<file path="src/rtl/nco_phase_accumulator.sv">
// Phase accumulator front end for the sine voice: a tuning word is accumulated on
// each sample tick; the top bits drive the quarter-wave stage. Supports gating, hard sync and glide.
module nco_phase_accumulator #(
   parameter int ACC_W       = 32,
   parameter int PHASE_W     = 16,
   parameter int GLIDE_SHIFT = 6
) (
   input  logic               clk,
   input  logic               reset_n,
   input  logic               tick,
   input  logic               gate,
   input  logic               sync,
   input  logic               glide_en,
   input  logic               tw_valid,
   output logic               tw_ready,
   input  logic [ACC_W-1:0]   tw_data,
   output logic [PHASE_W-1:0] phase_out,
   output logic               phase_valid,
   output logic               wrap,
   output logic [1:0]         state_dbg,
   output logic [ACC_W-1:0]   inc_dbg
);

   typedef enum logic [1:0] {IDLE = 2'd0, RUN = 2'd1, GLIDE = 2'd2} state_t;

   state_t               state, state_nxt;
   logic [1:0]           rst_q;
   logic                 rst_n;
   logic [ACC_W-1:0]     acc, cur_inc, target, tw_hold;
   logic                 pending;
   logic [ACC_W-1:0]     acc_nxt, inc_nxt, target_nxt, step;
   logic [PHASE_W-1:0]   phase_nxt;
   logic                 valid_nxt, wrap_nxt;
   logic [ACC_W:0]       sum;
   logic signed [ACC_W:0] diff, shifted;
   logic                 apply, at_target;

   // Reset asserts immediately but is released only after two clean clock edges.
   always_ff @(posedge clk or negedge reset_n) begin
      if (!reset_n) rst_q <= 2'b00;
      else          rst_q <= {rst_q[0], 1'b1};
   end
   assign rst_n = rst_q[1];

   // Handshake: a word is taken when tw_valid && tw_ready at a clk edge; tw_ready is low
   // while a word is held and waiting for the next tick to apply it.
   assign tw_ready  = !pending;
   assign apply     = tick && pending;
   assign at_target = (cur_inc == target);
   assign sum       = {1'b0, acc} + {1'b0, cur_inc};
   assign diff      = $signed({1'b0, target}) - $signed({1'b0, cur_inc});
   assign shifted   = diff >>> GLIDE_SHIFT;
   assign state_dbg = state;
   assign inc_dbg   = cur_inc;

   // Small differences still move by one so the glide always lands on the target.
   always_comb begin
      step = shifted[ACC_W-1:0];
      if (shifted == '0) step = diff[ACC_W] ? '1 : {{(ACC_W-1){1'b0}}, 1'b1};
   end

   always_ff @(posedge clk or negedge rst_n) begin
      if (!rst_n) state <= IDLE;
      else        state <= state_nxt;
   end

   always_comb begin
      state_nxt = state;
      if (tick) begin
         if (!gate)                               state_nxt = IDLE;
         else if (state == IDLE)                  state_nxt = RUN;
         else if (apply)                          state_nxt = glide_en ? GLIDE : RUN;
         else if (state == GLIDE && at_target)    state_nxt = RUN;
      end
   end

   always_comb begin
      acc_nxt    = acc;
      inc_nxt    = cur_inc;
      target_nxt = target;
      phase_nxt  = phase_out;
      valid_nxt  = 1'b0;
      wrap_nxt   = 1'b0;
      if (tick) begin
         if (gate) begin
            valid_nxt = 1'b1;
            if (state == IDLE) begin
               acc_nxt   = '0;
               phase_nxt = '0;
            end else begin
               if (sync) begin
                  acc_nxt   = '0;
                  phase_nxt = '0;
                  wrap_nxt  = 1'b1;
               end else begin
                  acc_nxt   = sum[ACC_W-1:0];
                  phase_nxt = sum[ACC_W-1 -: PHASE_W];
                  wrap_nxt  = sum[ACC_W];
               end
               if (state == GLIDE && !at_target) inc_nxt = cur_inc + step;
            end
         end
         if (apply) begin
            target_nxt = tw_hold;
            if (!gate || state == IDLE || !glide_en) inc_nxt = tw_hold;
         end
      end
   end

   always_ff @(posedge clk or negedge rst_n) begin
      if (!rst_n) begin
         acc         <= '0;
         cur_inc     <= '0;
         target      <= '0;
         tw_hold     <= '0;
         pending     <= 1'b0;
         phase_out   <= '0;
         phase_valid <= 1'b0;
         wrap        <= 1'b0;
      end else begin
         acc         <= acc_nxt;
         cur_inc     <= inc_nxt;
         target      <= target_nxt;
         phase_out   <= phase_nxt;
         phase_valid <= valid_nxt;
         wrap        <= wrap_nxt;
         if (tw_valid && tw_ready) begin
            tw_hold <= tw_data;
            pending <= 1'b1;
         end else if (apply) begin
            pending <= 1'b0;
         end
      end
   end

endmodule

</file>
<file path="config.mk">
export PLATFORM = sky130hd
export DESIGN_NAME = nco_phase_accumulator
export DESIGN_NICKNAME = d
export VERILOG_FILES = /design/src/rtl/nco_phase_accumulator.sv
export SDC_FILE = /design/constraint.sdc
export NUM_CORES = 1
export LEC_CHECK = 0
export BUFFER_PORTS_ARGS = -buffer_cell sky130_fd_sc_hd__buf_2
export CAP_MARGIN = 15
export CORE_MARGIN = 1.5
export CORE_UTILIZATION = 46
export DETAILED_ROUTE_END_ITERATION = 7
export PLACE_DENSITY = 0.71
export SLEW_MARGIN = 25
export SYNTH_ARGS = -nofsm -noshare
export SYNTH_HDL_FRONTEND = slang
export SYNTH_SLANG_ARGS = --single-unit
</file>
<file path="constraint.sdc">
create_clock -name clk -period 5.6 [get_ports clk]
set_input_delay 0.56 -clock clk [delete_from_list [all_inputs] [get_ports clk]]
set_output_delay 0.56 -clock clk [all_outputs]
set_load 0.005 [all_outputs]
</file>
==> results.py <==
metrics = {
    "outcome": {
        "status": "completed",
    },
    "run": {
        "cap_violations": 0,
    },
    "synthesis": {
        "syn-cell-area_um2": 10300,
        "ys_top_cells_by_area": "dfrtp_1 (33%), ha_1 (12%), mux2_2 (7.0%)",
        "yosys.cell_count.top_type": "dfrtp_1",
        "synth_top_area_share_pct": 32.9,
        "syn_area_per_cell_um2": 9.31,
        "yosysTopAreaCell": "dfrtp_1",
        "synth_flop_cell": "dfrtp_1",
        "synth_seq_cells": 135,
        "ys_top_cells_by_count": "dfrtp_1 (135), ha_1 (97), a21oi_1 (94), mux2_2 (64), inv_1 (62)",
        "ys_warn_count": 0,
        "synthCells": 1103,
        "synth_edf_count": 0,
        "syn-num-nets": 1241,
        "synth.distinct_cells": 81,
        "seq_area_frac_synth_pct": 32.9,
        "async_reset_ff_share_pct": 100,
    },
    "routing": {
        "dr_total_vias": 9136,
        "drt-initial-drc-count": 862,
        "drt-wirelength-per-cell_um": 19.4,
        "postRouteAntennaNets": 0,
        "first_pass_iters": 5,
        "routed_wl_um": 29600,
        "avgViaCountPerCell": 5.98,
        "route.detailed.drc": 0,
    },
    "clock_tree": {
        "cts_sinks": 135,
        "cts_root_buf": "clkbuf_16",
        "cts_buffer_depth": 2,
        "htreeDepth": 4,
        "cts_buffers": 17,
        "cts_tree": "done",
        "clk-insertion-delay-late_ps": 440,
        "clk_pin_slew_ps": 70,
    },
    "layout": {
        "area_growth_pct": 19.0,
        "fillers": 2041,
        "layout-drive-gt1-share_pct": 26.3,
        "multi_input_area_um2": 6660,
        "register_area_um2": 3380,
        "final_area_um2": 12200,
        "final_util_pct": 55.8,
        "final_nets": 1373,
        "diodes": 0,
    },
    "critical_path": {
        "cp_slowest_cell": "dfrtp_1",
        "critPathKind": "flop to flop",
        "path_max_fanout": 5,
        "crit_top_cell": "nor4_2",
        "critPathMaxStageDelay_ps": 390,
        "crit_path_end_kind": "flop",
        "startpoint_type": "flop",
        "path_delay_family": "compound AO/OA/AOI/OAI gates",
        "critPathBufInv": 3,
        "crit_arrival_ps": 5740,
        "required_ps": 5890,
    },
    "place": {
        "gp_congestion": 0.937,
        "port_buffers": 91,
        "placed_cell_area_um2": 11400,
        "dp_hpwl_um": 22400,
    },
    "timing": {
        "final-max-slew-violation-count": 0,
        "period_needed_ps": 5450,
        "fin_crit_sh_pct": 97.3,
        "relSlewSlack_pct": 25.9,
        "worst_pin_slew_ps": 1110,
        "fmax_mhz": 183,
        "finClkSkew_ps": 17.3,
        "hold_viol": 0,
        "setup_viol": 0,
    },
    "hold_path": {
        "hold_path.class": "input port to flop",
    },
    "floorplanning": {
        "io_pins": 92,
        "start_util_pct": 46.9,
        "rows": 54,
        "die_h_um": 152,
        "fp.dieW_um": 152,
        "dieArea_um2": 23200,
        "coreArea_um2": 21900,
    },
    "global_routing": {
        "grt_start_max_net_pins": 70,
        "antenna_found_initial": 0,
        "gr-total-overflow": 0,
        "grt_pass1_wl_um": 46800,
        "track_usage_pct": 25.3,
        "grt_pass1_vias": 8801,
    },
}
==> flip-flops by register name, indices dropped and copies added (netlist names) <==
signal	count
inc_dbg	32
target	32
tw_hold	32
acc	16
phase_out	16
rst_q	2
state_dbg	2
pending	1
phase_valid	1
wrap	1
==> final timing paths <==
| check | end | from | slack (ps) | cells after the start |
|---|---|---|---|---|
| setup reg to reg | inc_dbg[16] | inc_dbg[3] | 150 | 26 |
| max in group asynchronous | acc[4] | rst_q[1] | 3750 | 1 |
| setup / recovery | inc_dbg[16] | inc_dbg[3] | 150 | 26 |
| hold / removal | tw_hold[3] | tw_data[3] | 350 | 2 |
| min in group asynchronous | rst_q[1] | reset_n | 450 | 2 |
| hold reg to reg | rst_q[1] | rst_q[0] | 360 | 0 |
==> per-stage QoR <==
stage / setup TNS [ps] / hold slack, ps / cells / worst slack (ps)
floorplan: 0 / 264 / 1103 / 429
global placement: -11.7 / 337 / 1491 / -11.7
detailed placement: -134 / 343 / 1491 / -134
CTS: 0 / 342 / 1524 / 42.8
global route: -101 / 342 / 1528 / -70.2
finish: 0 / 352 / 1528 / 149
==> layout by cell type, fill, tap and decap left out, drive strengths merged, types with 11 or more instances in the layout <==
cell type,instances
dfrtp,135
nand3,17
a21o,50
nand2,56
mux2,64
o21ai,53
nor3,19
nor2b,17
clkbuf,20
nor2,50
a21oi,94
xor2,24
or3,15
buf,166
and2,11
xnor2,41
ha,97
a22o,27
o21bai,17
a31oi,13
o22ai,30
nand4,12
inv,66
a22oi,20
==> cell type report <==
class	instances	share of cell area (%)
clock buffer	20	3.57
clock inverter	12	0.963
multi-input combinational	852	54.5
tap	280	2.87
sequential	135	27.7
inverter	62	1.90
timing repair buffer	167	8.51
==> what timing repair did <==
action	in CTS	in global routing
hold buffers	1	0
gates resized for setup	4	50
endpoints found under the hold margin	2	0
setup buffers	0	4
pin swaps	0	23
endpoints found under the setup margin	4	16
==> metal layers <==
metal	wire, um	GRT usage (%)
met1	14100	37.2
met2	12600	37.1
met3	2270	5.83
met4	698	7.19
met5	0	0
==> cells by family (layout without fill, tap and decap cells) <==
kind of cell / after synthesis / count (layout) / share of synthesized area, %
compound gates: 381 / 381 / 25.1
simple gates: 239 / 239 / 12.0
flops: 135 / 135 / 32.9
buf+inv: 116 / 261 / 4.97
fa+ha+maj: 99 / 99 / 12.2
mux: 67 / 67 / 7.31
xor+xnor: 65 / 65 / 5.54
other cells: 1 / 1 / 0.0365
Power is left out: the tool's default activity adds up to more than one toggle a clock period on the data nets, which glitch-free logic cannot reach.
